## config.mk

```make
export PLATFORM = sky130hd
export DESIGN_NAME = cp0_irq_ctrl
export DESIGN_NICKNAME = d
export VERILOG_FILES = /design/src/rtl/cp0_irq_ctrl.sv
export SDC_FILE = /design/constraint.sdc
export NUM_CORES = 1
export LEC_CHECK = 0
export ABC_AREA = 0
export BUFFER_PORTS_ARGS = -buffer_cell sky130_fd_sc_hd__buf_2
export CAP_MARGIN = 40
export CORE_MARGIN = 2
export CORE_UTILIZATION = 45
export CTS_CLUSTER_SIZE = 8
export DETAILED_ROUTE_END_ITERATION = 16
export HOLD_SLACK_MARGIN = 0.1
export PLACE_DENSITY = 0.75
export SETUP_SLACK_MARGIN = 0.1
export SYNTH_ARGS = -nofsm -noshare
export SYNTH_HDL_FRONTEND = slang
export SYNTH_SLANG_ARGS = --single-unit
```

## constraint.sdc

```tcl
create_clock -name clk -period 2.45 [get_ports clk]
set_input_delay 0.49 -clock clk [delete_from_list [all_inputs] [get_ports clk]]
set_output_delay 0.49 -clock clk [all_outputs]
set_load 0.1 [all_outputs]
```

## src/rtl/cp0_irq_ctrl.sv

```systemverilog
`default_nettype none
// ============================================================================
// Module   : cp0_irq_ctrl
// Brief    : Latches, masks and prioritises device interrupts and offers one
//            source at a time to CP0 Cause.IP, tracking it until eret.
//            Optional service counter enabled by defining CP0_IRQ_CNT_EN.
// Revision : 1.0  initial release
// ============================================================================
module cp0_irq_ctrl #(
    parameter int                 NUM_SRC  = 6,
    parameter logic [NUM_SRC-1:0] EDGE_SRC = 6'b000001,
    parameter logic [NUM_SRC-1:0] MASK_RST = {NUM_SRC{1'b1}}
) (
    input  logic               clk,
    input  logic               reset,
    input  logic [NUM_SRC-1:0] irq_in,
    input  logic               cfg_we,
    input  logic [1:0]         cfg_addr,
    input  logic [NUM_SRC-1:0] cfg_wdata,
    output logic [NUM_SRC-1:0] cfg_rdata,
    input  logic               cp0_take,
    input  logic               cp0_eret,
    output logic [NUM_SRC-1:0] hwint,
    output logic [2:0]         irq_id,
    output logic               busy
);

    typedef enum logic [1:0] {
        ST_IDLE    = 2'd0,
        ST_REQ     = 2'd1,
        ST_SERVICE = 2'd2
    } state_t;

    state_t             state_q, state_d;
    logic [NUM_SRC-1:0] irq_q;
    logic [NUM_SRC-1:0] pending_q, pending_d;
    logic [NUM_SRC-1:0] mask_q, mask_d;
    logic [NUM_SRC-1:0] hwint_q, hwint_d;
    logic [2:0]         irq_id_q, irq_id_d;
    logic               busy_q, busy_d;

    logic [NUM_SRC-1:0] w_pending;
    logic [NUM_SRC-1:0] w_eligible;
    logic [NUM_SRC-1:0] w_set;
    logic [NUM_SRC-1:0] w_clr;
    logic [NUM_SRC-1:0] w_sel_onehot;
    logic [2:0]         w_sel;
    logic               w_take_fire;
    logic [NUM_SRC-1:0] w_count_rd;

    // Edge sources keep a sticky flop; level sources simply follow the
    // registered line, so their flop bits are forced to zero.
    assign w_set     = irq_in & ~irq_q & EDGE_SRC;
    assign w_clr     = ((cfg_we && cfg_addr == 2'd1) ? cfg_wdata : '0)
                     | (w_take_fire ? hwint_q : '0);
    assign pending_d = (w_set | (pending_q & ~w_clr)) & EDGE_SRC;
    assign w_pending = pending_q | (irq_q & ~EDGE_SRC);
    assign w_eligible = w_pending & mask_q;

    assign mask_d = (cfg_we && cfg_addr == 2'd0) ? cfg_wdata : mask_q;

    always_comb begin
        w_sel = 3'd0;
        for (int i = NUM_SRC - 1; i >= 0; i--) begin
            if (w_eligible[i]) begin
                w_sel = 3'(i);
            end
        end
        w_sel_onehot = '0;
        for (int i = 0; i < NUM_SRC; i++) begin
            w_sel_onehot[i] = (w_sel == 3'(i));
        end
    end

    // In REQ, hwint_q is the one-hot of irq_id_q, so it doubles as the
    // selector for withdrawal checks and take-time pending clears.
    always_comb begin
        state_d     = state_q;
        hwint_d     = hwint_q;
        irq_id_d    = irq_id_q;
        busy_d      = busy_q;
        w_take_fire = 1'b0;
        case (state_q)
            ST_IDLE: begin
                hwint_d = '0;
                busy_d  = 1'b0;
                if (|w_eligible) begin
                    state_d  = ST_REQ;
                    irq_id_d = w_sel;
                    hwint_d  = w_sel_onehot;
                end
            end
            ST_REQ: begin
                if (cp0_take) begin
                    state_d     = ST_SERVICE;
                    hwint_d     = '0;
                    busy_d      = 1'b1;
                    w_take_fire = 1'b1;
                end else if (!(|(w_eligible & hwint_q))) begin
                    state_d = ST_IDLE;
                    hwint_d = '0;
                end
            end
            ST_SERVICE: begin
                hwint_d = '0;
                busy_d  = 1'b1;
                if (cp0_eret) begin
                    state_d = ST_IDLE;
                    busy_d  = 1'b0;
                end
            end
            default: begin
                state_d = ST_IDLE;
                hwint_d = '0;
                busy_d  = 1'b0;
            end
        endcase
    end

    always_ff @(posedge clk or posedge reset) begin
        if (reset) begin
            state_q   <= ST_IDLE;
            irq_q     <= '0;
            pending_q <= '0;
            mask_q    <= MASK_RST;
            hwint_q   <= '0;
            irq_id_q  <= 3'd0;
            busy_q    <= 1'b0;
        end else begin
            state_q   <= state_d;
            irq_q     <= irq_in;
            pending_q <= pending_d;
            mask_q    <= mask_d;
            hwint_q   <= hwint_d;
            irq_id_q  <= irq_id_d;
            busy_q    <= busy_d;
        end
    end

`ifdef CP0_IRQ_CNT_EN
    logic [15:0] count_q, count_d;

    always_comb begin
        count_d = count_q;
        if (cfg_we && cfg_addr == 2'd2) begin
            count_d = '0;
        end else if (w_take_fire) begin
            count_d = count_q + 16'd1;
        end
    end

    always_ff @(posedge clk or posedge reset) begin
        if (reset) begin
            count_q <= '0;
        end else begin
            count_q <= count_d;
        end
    end

    assign w_count_rd = count_q[NUM_SRC-1:0];
`else
    assign w_count_rd = '0;
`endif

    always_comb begin
        case (cfg_addr)
            2'd0:    cfg_rdata = mask_q;
            2'd1:    cfg_rdata = w_pending;
            2'd2:    cfg_rdata = w_count_rd;
            default: cfg_rdata = '0;
        endcase
    end

    assign hwint  = hwint_q;
    assign irq_id = irq_id_q;
    assign busy   = busy_q;

endmodule
`default_nettype wire

```

==> results.tsv <==
metric	value	unit
outcome	finished clean	
most frequent cell after synthesis	dfrtp_1	
crit end category	primary output	
startpoint types	flip-flop	
final wirelength	2770	um
Post-CTS Setup Bufs	0	
max-cap viol count	0	
Layout area overhead	18.37	%
First-pass DRT Iterations	4	
hold slack	0.1829	ns
Crit Path Max Fanout	6	
sequential power share	36.7	%
drt via density	5.690	
DPL Wire Length	2129	um
CTS Hold Bufs	0	
leak pwr	0.7407	nW
leading area contributor after synthesis	dfrtp_1	
Pint	0.0008114	W
Synth top area share	36.36	%
initial antenna violation count	0	
FILL cells	250	
Tmin final	2.035	ns
DP Area	1521	um^2
RSZ-0062 raised after global routing	false	
Fin. Hold Viols	0	
Core Rows	19	
crit-path max cell delay	0.62	ns
Clk pwr share	10.9	%
I/O pin count	35	
CP delay by family, top	flip-flops	
Mapped Area	1308	um^2
IO Port Bufs	34	
critical-path cell list	mux2i_1, nor2_2, buf_2	
Psw	0.0008571	W
initial core utilization	47.41	%
DRC Markers	0	
sw frac	51.37	%
maximum vdd drop	0.0007800	V
Slew Viols, Final	0	
Vias	1064	
CTS tree	done	
vias in the first global route	1048	
Worst Path Required	1.96	ns
Wirelength per Cell	14.81	um
GRT Residual Overflow	0	
Main synth FF type	dfrtp_1	
Root Buffer	clkbuf_4	
area of the multi-input gates	653.1	um^2
layout cells sized above 1	42.31	%
fmax	491.4	MHz
Slew headroom	66.84	%
Crit-path slowest cell	dfstp_2	
core area	2758	um^2
WP data arrival	1.54	ns
Reg area	633.1	um^2
H-Tree Depth	1	
Synth Net Count	143	
CTS Sinks	25	
post-route cell area	1548	um^2
chip width	57.91	um
Tcrit/Tclk final	83.06	%
worst path buffer plus inverter count	1	
Reg2Reg Setup Slack	0.63	ns
most frequent cells after synthesis	dfrtp_1, nand2_1, nand3_1	
Clock transition at path regs	0.13	ns
TNS Setup	0	ns
diode count	0	
GRT Overall Usage	18.85	%
Area contributors post-synth	dfrtp_1, dfstp_2, mux2_2, mux2i_1, nand2_1	
Worst Skew	0.006165	ns
Synth async-reset ratio	100.0	%
post-synthesis register bit count	25	
Die Height	57.91	um
YS warnings	0	
DIE AREA	3353	um^2
Seq/Total Area, Yosys	48.42	%
slew of the pin with the lowest slew margin	0.4952	ns
Num CTS Buffers	3	
PwrDens	1078	nW/um^2
nets	179	
synthesized instance count	121	
Post-synth EDFFs	0	
post-synthesis average cell area	10.81	um^2
clk buf depth	2	
worst min-delay path class	input port to async pin	
combinational fraction of design power	52.5	%
CP Class	flip-flop to primary output	
clk_lat worst skew	0.31	ns
DRT iter0 DRCs	43	
pin count of the biggest net entering global routing	26	
Resize count post-CTS	0	
post-route ant nets	0	
Netlist cell types	36	
overall power	0.001669	W
routability cong.	0.8263	
first-pass GRT wire length	4857	um
Setup violations, final	0	
-- sequential cells by signal, summed over array words and instances, names as in the netlist --
name / count
hwint: 6
irq_q: 6
mask_q: 6
irq_id: 3
state_q: 2
busy: 1
pending_q: 1
-- power groups by stage --
stage	combinational [W]	clock (W)	sequential [W]
floorplan	0.000432	0	0.000904
global placement	0.000855	0	0.000613
detailed placement	0.000875	0	0.000618
CTS	0.000878	0.000189	0.000611
global route	0.000934	0.000209	0.000626
finish	0.000876	0.000181	0.000612
-- stage by stage --
| step | cells | util, % | worst slack (ns) |
|---|---|---|---|
| 4_1_cts | 187 | 56.13 | 0.4046 |
| 3_5_place_dp | 183 | 55.17 | 0.6053 |
| 5_1_grt | 187 | 56.13 | 0.3209 |
| 6_report | 187 | 56.13 | 0.4150 |
| 3_3_place_gp | 183 | 55.17 | 0.6406 |
| 2_1_floorplan | 121 | - | 0.3688 |
-- layout by cell type (no fill, tap or decap), drive strengths merged, types with 5 or more instances in the layout --
cell,synthesis,final
buf,1,35
dfrtp,19,19
dfstp,6,6
inv,5,5
mux2,9,9
mux2i,6,6
nand2,14,14
nand3,9,9
nor2,7,7
o211ai,7,7
o21ai,6,6
-- layout make-up --
class	instances	area share (%)
flip-flops and latches	25	40.91
multi-input cells	87	42.20
inverters	5	1.213
repair buffers	35	11.48
well taps	31	2.506
clock buffers	4	1.698
-- path summary, 6_finish.rpt --
path / cells after the start / start / end
max in group asynchronous: 3 / reset / mask_q[4]
setup reg to reg: 5 / state_q[1] / hwint[1]
min in group clk: 1 / irq_in[4] / irq_q[4]
hold reg to reg: 1 / irq_q[0] / pending_q[0]
setup / recovery: 3 / mask_q[0] / cfg_rdata[0]
hold / removal: 3 / reset / irq_q[0]
-- worst register-to-register path, cell delays in order, from the launching register on --
cell	delay, ns
dfrtp_1	0.44
inv_1	0.10
ha_1	0.22
nor2b_1	0.44
o21a_1	0.35
o21ai_0	0.16
-- routing by layer --
metal,vias up,share of wire [%],track usage [%],routed length (um)
li1,513,-,-,-
met1,517,44,25.36,1223
met2,32,49,31.33,1366
met3,2,5.9,5.580,163
met4,0,0.54,1.993,15
met5,-,0,0,0
-- logic make-up (layout without fill, tap and decap cells) --
logic type,Yosys count,in the layout,share of synthesized area (%)
AO/OA/AOI/OAI,29,29,17.42
adder cells (fa/ha/maj),3,3,2.871
buffers and inverters,9,44,2.775
flip-flops,25,25,48.42
multiplexers,15,15,12.63
AND/OR/NAND/NOR,40,40,15.89
(Power assumes the default switching activity.)
